<file path="src/rtl/symm_conv_ctrl.sv">
// symm_conv_ctrl: convergence-check sequencer for the FastICA symmetric
// decorrelation step. Pulses the SYMM_ABS enable, scans its NELEM deviation
// outputs through an external mux, compares each against a tolerance and
// reports converged / timeout together with a saturating iteration count.
// Optional feature: define CVG_MAXDEV_EN to add the max_dev output.
module symm_conv_ctrl #(
  parameter int unsigned DW       = 26,
  parameter int unsigned NELEM    = 16,
  parameter int unsigned MAX_ITER = 200,
  parameter int unsigned ITER_W   = 8
) (
  input  logic              clk_cvg,
  input  logic              rst_cvg,
  input  logic              start,
  input  logic              iter_clr,
  input  logic [DW-1:0]     tol,
  output logic              en_abs,
  output logic [3:0]        abs_sel,
  input  logic [DW-1:0]     abs_val,
  output logic              busy,
  output logic              done,
  output logic              converged,
  output logic              timeout,
  output logic [ITER_W-1:0] iter_cnt
`ifdef CVG_MAXDEV_EN
  ,
  output logic [DW-1:0]     max_dev
`endif
);

  localparam int unsigned SEL_W = 4;
  localparam logic [SEL_W-1:0]  LAST_SEL = SEL_W'(NELEM - 1);
  localparam logic [ITER_W-1:0] ITER_MAX = ITER_W'(MAX_ITER);

  typedef enum logic [1:0] {
    S_IDLE   = 2'd0,
    S_LATCH  = 2'd1,
    S_SCAN   = 2'd2,
    S_DECIDE = 2'd3
  } state_t;

  state_t            state, state_n;
  logic [DW-1:0]     tol_q, tol_n;
  logic              exceed, exceed_n;
  logic              en_abs_n, busy_n, done_n, conv_n, tmo_n;
  logic [SEL_W-1:0]  sel_n;
  logic [ITER_W-1:0] cnt_n, cnt_inc_c;
  logic              elem_fail_c;

  // Element fails when negative or above the registered tolerance
  assign elem_fail_c = abs_val[DW-1] | ($signed(abs_val) > $signed(tol_q));
  assign cnt_inc_c   = (iter_cnt >= ITER_MAX) ? ITER_MAX : (iter_cnt + ITER_W'(1));

`ifdef CVG_MAXDEV_EN
  logic [DW-1:0] maxdev_n, elem_mag_c;
  // Negative deviations are treated as the largest positive magnitude
  assign elem_mag_c = abs_val[DW-1] ? {1'b0, {(DW-1){1'b1}}} : abs_val;
`endif

  // Next-state and next-output logic
  always_comb begin
    state_n  = state;
    tol_n    = tol_q;
    exceed_n = exceed;
    en_abs_n = 1'b0;
    busy_n   = 1'b0;
    done_n   = 1'b0;
    sel_n    = abs_sel;
    conv_n   = converged;
    tmo_n    = timeout;
    cnt_n    = iter_cnt;
`ifdef CVG_MAXDEV_EN
    maxdev_n = max_dev;
`endif
    case (state)
      S_IDLE: begin
        if (start) begin
          state_n  = S_LATCH;
          tol_n    = tol;
          exceed_n = 1'b0;
          conv_n   = 1'b0;
          tmo_n    = 1'b0;
          en_abs_n = 1'b1;
          busy_n   = 1'b1;
`ifdef CVG_MAXDEV_EN
          maxdev_n = '0;
`endif
        end
      end
      S_LATCH: begin
        state_n = S_SCAN;
        sel_n   = '0;
        busy_n  = 1'b1;
      end
      S_SCAN: begin
        exceed_n = exceed | elem_fail_c;
`ifdef CVG_MAXDEV_EN
        if (elem_mag_c > max_dev) maxdev_n = elem_mag_c;
`endif
        if (abs_sel == LAST_SEL) begin
          state_n = S_DECIDE;
          done_n  = 1'b1;
          conv_n  = ~exceed_n;
          cnt_n   = cnt_inc_c;
          tmo_n   = exceed_n & (cnt_inc_c == ITER_MAX);
        end else begin
          sel_n  = abs_sel + SEL_W'(1);
          busy_n = 1'b1;
        end
      end
      S_DECIDE: begin
        state_n = S_IDLE;
      end
      default: begin
        state_n = S_IDLE;
      end
    endcase
    if (iter_clr) cnt_n = '0;
  end

  // State and registered outputs
  always_ff @(posedge clk_cvg) begin
    if (rst_cvg) begin
      state     <= S_IDLE;
      tol_q     <= '0;
      exceed    <= 1'b0;
      en_abs    <= 1'b0;
      busy      <= 1'b0;
      done      <= 1'b0;
      abs_sel   <= '0;
      converged <= 1'b0;
      timeout   <= 1'b0;
      iter_cnt  <= '0;
`ifdef CVG_MAXDEV_EN
      max_dev   <= '0;
`endif
    end else begin
      state     <= state_n;
      tol_q     <= tol_n;
      exceed    <= exceed_n;
      en_abs    <= en_abs_n;
      busy      <= busy_n;
      done      <= done_n;
      abs_sel   <= sel_n;
      converged <= conv_n;
      timeout   <= tmo_n;
      iter_cnt  <= cnt_n;
`ifdef CVG_MAXDEV_EN
      max_dev   <= maxdev_n;
`endif
    end
  end

endmodule

</file>
<file path="config.mk">
export PLATFORM = sky130hd
export DESIGN_NAME = symm_conv_ctrl
export DESIGN_NICKNAME = d
export VERILOG_FILES = /design/src/rtl/symm_conv_ctrl.sv
export SDC_FILE = /design/constraint.sdc
export NUM_CORES = 1
export LEC_CHECK = 0
export CAP_MARGIN = 30
export CORE_ASPECT_RATIO = 0.75
export CORE_MARGIN = 4
export CORE_UTILIZATION = 35
export DETAILED_ROUTE_END_ITERATION = 6
export PLACE_DENSITY = 0.72
export SKIP_LAST_GASP = 1
export SYNTH_ARGS = -nofsm -noshare
export SYNTH_HDL_FRONTEND = slang
export SYNTH_SLANG_ARGS = --single-unit
</file>
<file path="constraint.sdc">
create_clock -name clk_cvg -period 1.9 [get_ports clk_cvg]
set_clock_uncertainty 0.1 [all_clocks]
set_input_delay 0.19 -clock clk_cvg [delete_from_list [all_inputs] [get_ports clk_cvg]]
set_output_delay 0.19 -clock clk_cvg [all_outputs]
set_load 0.05 [all_outputs]
</file>
==> results.md <==
* Crit Path Category: flop to flop
* Clock slew at reported path FFs at around 0.09 ns
* Die X at about 110 µm
* Max FO, Critical Path at 3
* Hold_sp: tol[18]
* Peak VDD IR at ~0.50 mV
* Die Area at a little under 0.009 mm²
* RePlAce Congestion at slightly below 0.9
* Post-layout minimum cycle time at just over 2 ns
* Uppermost layer routed: met4
* Final hold violation count at 0
* Violated checks: negative setup slack
* Clk sinks at 46
* Initial antenna violation count at 0
* Post-synth EDFFs at 0
* Antenna Nets Post-Route at 0
* Initial Util at 36.8%
* Worst min path class: primary input to flop
* Top cell type's share of synthesized area at ~36%
* Final period util at 108%
* CTS tree: built
* Worst setup margin at -0.158 ns
* Final HPWL DP at between 5000 and 6000 µm
* Synth top area cells: dfxtp_1 (36%), ha_1 (16%), nand2_1 (10%), a21oi_1 (9.5%), inv_1 (5.2%)
* Critical path origin: tol_q[3]
* Sequential share of the synthesized area at a little over a third
* Clock buffer depth at 2
* Multi-input gate area in the final layout at 0.00169 mm²
* Slew margin rel. at between 60% and 70%
* Root Buffer: clkbuf_8
* Final-layout fill cell count at 647
* Finished Layout Cells at 528
* Dpl cells at 517
* Synth area leader: dfxtp_1
* Outcome: complete, but fails checks
* CP required at 2.00 ns
* Fin area at between 0.003 and 0.004 mm²
* FF+latch area at around 940 µm²
* CTS Buf Count at 5
* Synth Flop Type: dfxtp_1
* PortBufs at 72
* Total track usage at 15.3%
* Nets at approximately 520
* Area of the mapped netlist at 0.00258 mm²
* IO Count at 73
* Total Wirelength at a little under 7000 µm
* First-pass GRT wire length at 10900 µm
* Largest net degree at the start of global routing at 22
* Worst r2r src: tol_q[3]
* H-tree depth at 2
* Pwr Density at between 900 and 1000 mW/mm²
* Critical path endpoint category: flop
* RSZ-0062 raised after global routing: true
* GRT overflow at 0
* Area after DPL at between 0.003 and 0.004 mm²
* Layout cell share with drive strength beyond 1 at between 15 and 20%
* Worst slack, placed at -0.653 ns
* Wl on met1 at roughly 3300 µm
* P&R area growth vs syn at 51.6%
* DRT iter0 DRCs at ~130
* # rows at 26
* Number of global-route vias before repair at roughly 2400
* Vias per cell at 4.86
* Met2 WL at about 3300 µm
* Reg2reg setup slack at -0.16 ns
* Warnings, synthesis at 0
* FFs w/ async S/R, synth at 0%
* Average wire per standard cell at roughly 13 µm
* 1st-pass router iterations at 5
* Fmax at a little under 0.5 GHz
* Cells after Synth at 340
* Die Y at roughly 82 µm
* Wire length on met3 at between 200 and 250 µm
* Yosys reg bits at 46
* Leakage power total at roughly 1.5 nW
* Type of origin of the critical path: flop
* Syn nets at ~430
* Clk_lat worst skew at ~0.29 ns
* DRC Markers at 0
* Cts hold-fix bufs at 0
* Worst slew pin tran at just over 0.5 ns
* Maxcap violations at 0
* Inserted Diodes at 0
* Syn Area/Cell at approximately 7.6 µm²
* Final setup viols at 3
* Crit path arrival time at around 2.2 ns
* Synth unique cells at 36
* Final slew viol count at 0
* Vias at between 2000 and 3000
* Core Area at about 0.0070 mm²
## path summary, 6_finish.rpt
check	end	depth (start not counted)
max	timeout	8
min	tol_q[18]	3
max reg2reg	timeout	8
min reg2reg	tol_q[8]	2
## metal layers
layer	up-vias	global-route usage (%)
met5	-	0
met4	0	4.09
li1	1331	-
met2	43	25.9
met3	4	2.41
met1	1187	20.4
## sequential cells by signal, summed over array words and instances, names as in the netlist
name,count
exceed,1
en_abs,1
tol_q,26
converged,1
iter_cnt,8
state,2
abs_sel,4
busy,1
done,1
timeout,1
## layout make-up
cell class	instances	share of cell area, %
inverters	36	3.46
clock inverters	2	1.54
flip-flops and latches	46	24.1
multi-input cells	246	43.2
clock buffers	6	2.11
repair buffers	94	22.4
well taps	98	3.14
## per-stage QoR
stage | setup TNS [ns] | power [W] | hold WS (ns) | util [%]
2_1_floorplan | -0.00487 | 0.00204 | 0.226 | -
3_3_place_gp | -1.66 | 0.00250 | 0.344 | 50.9
3_5_place_dp | -1.85 | 0.00254 | 0.347 | 50.9
4_1_cts | -0.577 | 0.00351 | 0.324 | 53.9
5_1_grt | -0.861 | 0.00384 | 0.328 | 55.8
6_report | -0.454 | 0.00356 | 0.331 | 55.8
## where the power goes
group | total [W] | internal, W | leakage [nW] | switching (W)
Clock | 0.000890 | 0.000561 | 0.0714 | 0.000329
Sequential | 0.00121 | 0.00112 | 0.382 | 0.0000901
Combinational | 0.00146 | 0.000651 | 1.05 | 0.000805
Total | 0.00356 | 0.00234 | 1.50 | 0.00122
## placed cells by master, fill, tap and decap left out, types with 3 or more instances in the layout
cell type and count:
ha_4 11, nor2_1 20, inv_2 8, clkdlybuf4s50_1 64
ha_1 21, nand3_1 9, dfxtp_2 16, inv_1 28
xnor2_1 3, and3_1 5, nand2b_1 3, clkbuf_8 6
a211oi_1 3, nor3_1 5, buf_4 28, a21oi_1 46
o21ai_0 8, nand4_1 7, a21oi_2 3, nand2_1 72
dfxtp_1 30
## critical path: stages (launching register included)
cell,delay [ns]
dfxtp_2,0.34
inv_1,0.04
ha_1,0.30
a21oi_2,0.13
o21ai_1,0.10
a2111oi_4,0.38
o2111ai_2,0.18
mux2i_2,0.20
a21o_1,0.19
## timing repair
action | in CTS | in global routing
setup endpoints to repair | 3 | 6
resized for setup | 17 | 27
setup buffers | 1 | 2
pin swaps | 10 | 11
## synthesized netlist by cell type, types with 3 or more instances
master	instances
nand4_1	7
nand2_1	72
a211oi_1	5
clkbuf_1	9
and3_1	5
nand3_1	9
nor3_1	5
inv_1	36
dfxtp_1	46
o21ai_0	11
nor2_1	20
nand2b_1	3
xnor2_1	3
a21oi_1	49
ha_1	33
## cell families after synthesis
logic type | Yosys count | synth area share, %
simple gates | 131 | 22.4
buf+inv | 48 | 7.04
fa+ha+maj | 33 | 16.0
compound gates | 78 | 17.4
xor+xnor | 3 | 1.02
flops | 46 | 35.7
mux | 1 | 0.389
(Power assumes the default switching activity.)
==> RTL edit 1, RTL diff (config.mk and constraints unchanged) <==
Register the output `abs_sel` once more, cleared by the reset; this adds one clock of latency there. The other outputs are not delayed to match.
--- a/src/rtl/symm_conv_ctrl.sv
+++ b/src/rtl/symm_conv_ctrl.sv
@@ -40,4 +40,6 @@
   } state_t;
 
+  logic [3:0] abs_sel_s0;
+
   state_t            state, state_n;
   logic [DW-1:0]     tol_q, tol_n;
@@ -66,5 +68,5 @@
     busy_n   = 1'b0;
     done_n   = 1'b0;
-    sel_n    = abs_sel;
+    sel_n    = abs_sel_s0;
     conv_n   = converged;
     tmo_n    = timeout;
@@ -98,5 +100,5 @@
         if (elem_mag_c > max_dev) maxdev_n = elem_mag_c;
 `endif
-        if (abs_sel == LAST_SEL) begin
+        if (abs_sel_s0 == LAST_SEL) begin
           state_n = S_DECIDE;
           done_n  = 1'b1;
@@ -105,5 +107,5 @@
           tmo_n   = exceed_n & (cnt_inc_c == ITER_MAX);
         end else begin
-          sel_n  = abs_sel + SEL_W'(1);
+          sel_n  = abs_sel_s0 + SEL_W'(1);
           busy_n = 1'b1;
         end
@@ -128,5 +130,5 @@
       busy      <= 1'b0;
       done      <= 1'b0;
-      abs_sel   <= '0;
+      abs_sel_s0 <= '0;
       converged <= 1'b0;
       timeout   <= 1'b0;
@@ -142,5 +144,5 @@
       busy      <= busy_n;
       done      <= done_n;
-      abs_sel   <= sel_n;
+      abs_sel_s0 <= sel_n;
       converged <= conv_n;
       timeout   <= tmo_n;
@@ -152,4 +154,12 @@
   end
 
+  always_ff @(posedge clk_cvg) begin
+    if (rst_cvg) begin
+      abs_sel <= '0;
+    end else begin
+      abs_sel <= abs_sel_s0;
+    end
+  end
+
 endmodule
 
Function: changed (a bounded check fails within 4 cycles, from zero or initial values and one cycle with rst_cvg high).
==> RTL edit 1 against the original RTL <==
The flow still finishes with violations (setup timing); total power is 2.5% lower; critical path depth stayed put; sequential cell count is 4 higher; setup slack worse by 0.26 ns; routed wire length is 0.28% lower; final cell count is 2.3% higher; via count is 0.16% higher; combinational power is 4% higher; synthesized area is 6.4% higher; hold slack worse by 0.012 ns; final area is 4.6% higher; largest cell class unchanged.
==> RTL edit 1: results (changes against the original RTL) <==
- Largest net degree at the start of global routing: 40 (was 22)
- GRT Overall Usage: 15.59% (was 15.26%)
- HP Start: tol[12] (was tol[18])
- Post-Syn Nets: 435 (was 429)
- Cell count after synthesis: 346 (was 340)
- Final wirelength: 6862 um (was 6881 um)
- Crit Path Max Fanout: 2 (was 3)
- Worst slack, placed: -0.8014 ns (was -0.6533 ns)
- Count of non-CTS buffers in the layout: 99 (was 94)
- Worst-margin pin slew: 0.5099 ns (was 0.5054 ns)
- Post-DP Area: 3732 sq um (was 3557 sq um)
- Post-route cell area: 4084 sq um (was 3905 sq um)
- Filler cell count: 708 (was 647)
- Logic inverters: 35 (was 36)
- R2R Path Start: tol_q[11]$_SDFFE_PP0P_ (was tol_q[3]$_SDFFE_PP0P_)
- Layout non-clock buf frac: 22.61% (was 22.43%)
- Largest registers: tol_q (26), iter_cnt (8) (was tol_q (26), iter_cnt (8), abs_sel (4))
- Vias in the first global route: 2617 (was 2372)
- Leading cell types by count after synthesis: nand2_1 (68), dfxtp_1 (50), a21oi_1 (44) (was nand2_1 (72), a21oi_1 (49), dfxtp_1 (46))
- Finish-stage setup viols: 3 (unchanged)
- Avg Synthesized Cell Area: 7.923 sq um (was 7.577 sq um)
- Failing checks: setup timing (unchanged)
- Outcome: complete, but fails checks (unchanged)
- Synth area leaders: dfxtp_1 (37%), ha_1 (15%), nand2_1 (9.3%) (was dfxtp_1 (36%), ha_1 (16%), nand2_1 (10%))
- Worst setup margin: -0.4204 ns (was -0.1575 ns)
- TNS Setup: -1.220 ns (was -0.4540 ns)
- Largest stage delay, worst path: 0.42 ns (was 0.38 ns)
[RTL edit 1: cell count changes after synthesis, moves of 3 or more]
cell | unedited run | this run
a21oi_1 | 49 | 44
nand2_1 | 72 | 68
nor2b_1 | 2 | 5
clkbuf_1 | 9 | 12
and3_1 | 5 | 2
dfxtp_1 | 46 | 50
[RTL edit 1: logic make-up (layout without fill, tap and decap cells)]
| family | Yosys count | count (layout) | synth area share [%] |
|---|---|---|---|
| XOR/XNOR | 3 | 3 | 0.9586 |
| multiplexers | 2 | 2 | 0.7303 |
| flip-flops | 50 | 50 | 36.51 |
| AO/OA/AOI/OAI | 74 | 74 | 16.93 |
| AND/OR/NAND/NOR | 135 | 135 | 23.09 |
| buffers and inverters | 49 | 142 | 6.709 |
| adder cells (fa/ha/maj) | 33 | 33 | 15.06 |
[RTL edit 1: final timing paths]
kind | cells past startpoint | end | slack (ns)
setup / recovery | 8 | exceed$_SDFFE_PP0P_ | -0.42
hold / removal | 3 | tol_q[12]$_SDFFE_PP0P_ | 0.32
setup reg to reg | 8 | exceed$_SDFFE_PP0P_ | -0.42
hold reg to reg | 2 | tol_q[15]$_SDFFE_PP0P_ | 0.36
[RTL edit 1: power breakdown]
part           leakage (uW)  total (uW)  switching [uW]  internal (uW)
Clock             0.0000408         644             380            264
Sequential         0.000414        1310            95.9           1220
Combinational       0.00110        1520             811            705
Total               0.00156        3470            1290           2180
[RTL edit 1: metal layers]
layer	global-route usage [%]	part of all wire, %	wire (um)	up-vias
met5	0	0	0	-
met4	3.691	0.95	65	0
met3	3.075	5.0	343	7
met2	26.43	49	3372	50
met1	20.29	45	3080	1154
li1	-	-	-	1358
[RTL edit 1: timing repair]
action                     in CTS  in global routing
setup buffers                   1                  2
pin swaps                      16                 11
gates resized for setup        20                 28
hold endpoints to repair        0                  0
setup endpoints to repair       3                  9
==> RTL edit 2, RTL diff (same flow settings) <==
Made on the original files. The option `CVG_MAXDEV_EN` is turned on by a define.
--- a/src/rtl/symm_conv_ctrl.sv
+++ b/src/rtl/symm_conv_ctrl.sv
@@ -4,4 +4,6 @@
 // reports converged / timeout together with a saturating iteration count.
 // Optional feature: define CVG_MAXDEV_EN to add the max_dev output.
+`define CVG_MAXDEV_EN
+
 module symm_conv_ctrl #(
   parameter int unsigned DW       = 26,
Formal check against the unedited RTL (old outputs only; new: max_dev): equivalent (Yosys induction, for registers that start in step).
==> RTL edit 2 against the original RTL <==
The run still ends with setup timing left; largest cell class unchanged; synthesized area increased by 75%; sequential power increased by 53%; combinational power increased by 110%; routed wire length increased by 97%; final area increased by 82%; total power increased by 85%; non-clock buffer count increased by 89; die area increased by 68%; sequential cell count increased by 25; setup slack got worse by 0.16 ns.
==> RTL edit 2: results (changes against the original RTL) <==
- Outcome: complete, but fails checks (unchanged)
- Failing checks: setup timing (unchanged)
- Share of cells above drive strength 1: 31.44% (was 19.77%)
- Worst VDD drop: 616.1 uV (was 496.5 uV)
- Via density: 4.873 (was 4.858)
- GP Congestion: 0.8772 (was 0.8793)
- YS warnings: 0 (unchanged)
- Largest stage delay, worst path: 0.29 ns (was 0.38 ns)
- Worst-margin pin slew: 0.6167 ns (was 0.5054 ns)
- Hold WC Path Type: input port to flop (unchanged)
- XOR/XNOR Fraction of Synth Area: 0.3886% (was 1.020%)
- Post-Syn Nets: 678 (was 429)
- Post-synthesis compound-gate area fraction: 13.46% (was 17.39%)
- Post-DP HPWL: 10090 um (was 5181 um)
- Vias in the first global route: 4530 (was 2372)
- Finish-stage setup viols: 28 (was 3)
- Adder-Cell Fraction of Synth Area: 16.10% (was 16.03%)
- Synth cell types: 53 (was 36)
- Switching Fraction: 37.00% (was 34.38%)
- CP arrival: 2.37 ns (was 2.15 ns)
- Drt wl/cell: 14.96 um (was 13.03 um)
- Setup crit start: abs_val[6] (was tol_q[3]$_SDFFE_PP0P_)
- Synth area leaders: dfxtp_1 (32%), ha_1 (16%), nand2_1 (7.8%) (was dfxtp_1 (36%), ha_1 (16%), nand2_1 (10%))
- Filler cell count: 1052 (was 647)
- GRT Overall Usage: 17.84% (was 15.26%)
- Initial antenna violation count: 0 (unchanged)
- Clock root cell: clkbuf_16 (was clkbuf_8)
- Largest net degree at the start of global routing: 63 (was 22)
- Initial DRC count: 173 (was 125)
- Worst setup margin: -0.3188 ns (was -0.1575 ns)
- CP max stage cell: a2111oi_4 (unchanged)
- Buffers added on ports: 97 (was 72)
- H-tree levels: 3 (was 2)
- Drt pass-1 iters: 5 (unchanged)
- Nets: 847 (was 518)
- Critical path's top delay family: compound AO/OA/AOI/OAI gates (unchanged)
- Asr flop ratio synth: 0% (unchanged)
- Crit Path Max Fanout: 7 (was 3)
- Clock Latency Late Sink: 0.34 ns (was 0.29 ns)
- Clock Pin Slew Worst Setup and Hold Paths: 0.06 ns (was 0.09 ns)
- Mux cell area share after synthesis: 6.717% (was 0.3885%)
- TNS Setup: -7.341 ns (was -0.4540 ns)
- Largest registers: tol_q (26), max_dev (25), iter_cnt (8) (was tol_q (26), iter_cnt (8), abs_sel (4))
- Static leakage: 0.002970 uW (was 0.001503 uW)
- Ys flop type: dfxtp_1 (unchanged)
- Global-route wire length before repair: 21760 um (was 10930 um)
- Leading cell types by count after synthesis: nand2_1 (94), dfxtp_1 (71), inv_1 (64) (was nand2_1 (72), a21oi_1 (49), dfxtp_1 (46))
- HP Start: rst_cvg (was tol[18])
- R2R Path Start: max_dev[6]$_SDFFE_PP0P_ (was tol_q[3]$_SDFFE_PP0P_)
- Register area share after synthesis: 31.53% (was 35.75%)
- Inserted Clock Buffers: 9 (was 5)
RTL edit 2: changes by cell type after synthesis, moves of 7 or more:
cell      change
clkbuf_1      +8
nand2b_1     +25
or2_2        +24
mux2i_1      +27
ha_1         +25
inv_1        +28
nor2_1        +7
nand2_1      +22
dfxtp_1      +25
RTL edit 2: timing repair:
action                     4_1_cts  5_1_grt
gates resized for setup         54       38
gates cloned                     1        0
setup endpoints to repair       29       39
pin swaps                       29       19
hold buffers                     1        0
setup buffers                    5        3
hold endpoints to repair         1        0
RTL edit 2: path summary, 6_finish.rpt:
path,endpoint,slack [ns],cells past startpoint
worst max-delay path,max_dev[8]$_SDFFE_PP0P_,-0.32,10
worst min register to register,tol_q[25]$_SDFFE_PP0P_,0.36,2
worst max register to register,max_dev[8]$_SDFFE_PP0P_,-0.31,9
worst min-delay path,iter_cnt[4]$_SDFFE_PP0P_,0.17,3
RTL edit 2: kinds of logic after synthesis:
| group | after synthesis |
|---|---|
| DFF | 71 |
| adders and majority gates | 58 |
| xor gates and xnor gates | 2 |
| muxes | 30 |
| AOI/OAI and AO/OA | 95 |
| other | 1 |
| buffers and inverters | 89 |
| and+or+nand+nor | 218 |
RTL edit 2: area by class of cell:
class                   count  area, sq um  share of cell area [%]
multi-input cells         404         3194                   44.98
repair buffers            183         1644                   23.15
flip-flops and latches     71         1516                   21.35
clock buffers              11        242.7                   3.418
inverters                  64        240.2                   3.383
well taps                 166        207.7                   2.925
clock inverters             5        56.30                  0.7928
RTL edit 2: worst min-delay path: cells and delay by family:
| kind | cells | cell delay (ns) |
|---|---|---|
| buffers and inverters | 1 | 0.11 |
| and+or+nand+nor | 1 | 0.21 |
| AOI/OAI and AO/OA | 1 | 0.06 |
RTL edit 2: per-stage QoR:
step / instance area, sq um / worst slack, ns / std cells / hold WS [ns] / power, uW
finish: 7102 / -0.3188 / 904 / 0.1681 / 6583
global route: 7102 / -0.4279 / 904 / 0.1878 / 6979
CTS: 6910 / -0.2806 / 900 / 0.1581 / 6465
detailed placement: 6464 / -1.041 / 879 / 0.3130 / 4589
global placement: 6464 / -0.9537 / 879 / 0.3188 / 4496
floorplan: 4890 / -0.2925 / 564 / 0.2260 / 3645
RTL edit 2: routing by layer:
metal  up-vias  GRT usage, %  routed length (um)
li1       2238             -                   -
met1      2034         22.41                6053
met2       112         30.63                6510
met3        21         4.631                 721
met4         0         4.469                 241
met5         -             0                   0
RTL edit 2: power by group through the flow:
stage	Combinational, uW	Sequential [uW]	Clock, uW
2_1_floorplan	1480	2170	0
3_3_place_gp	2650	1850	0
3_5_place_dp	2730	1860	0
4_1_cts	2870	1840	1760
5_1_grt	3300	1870	1810
6_report	3010	1850	1730
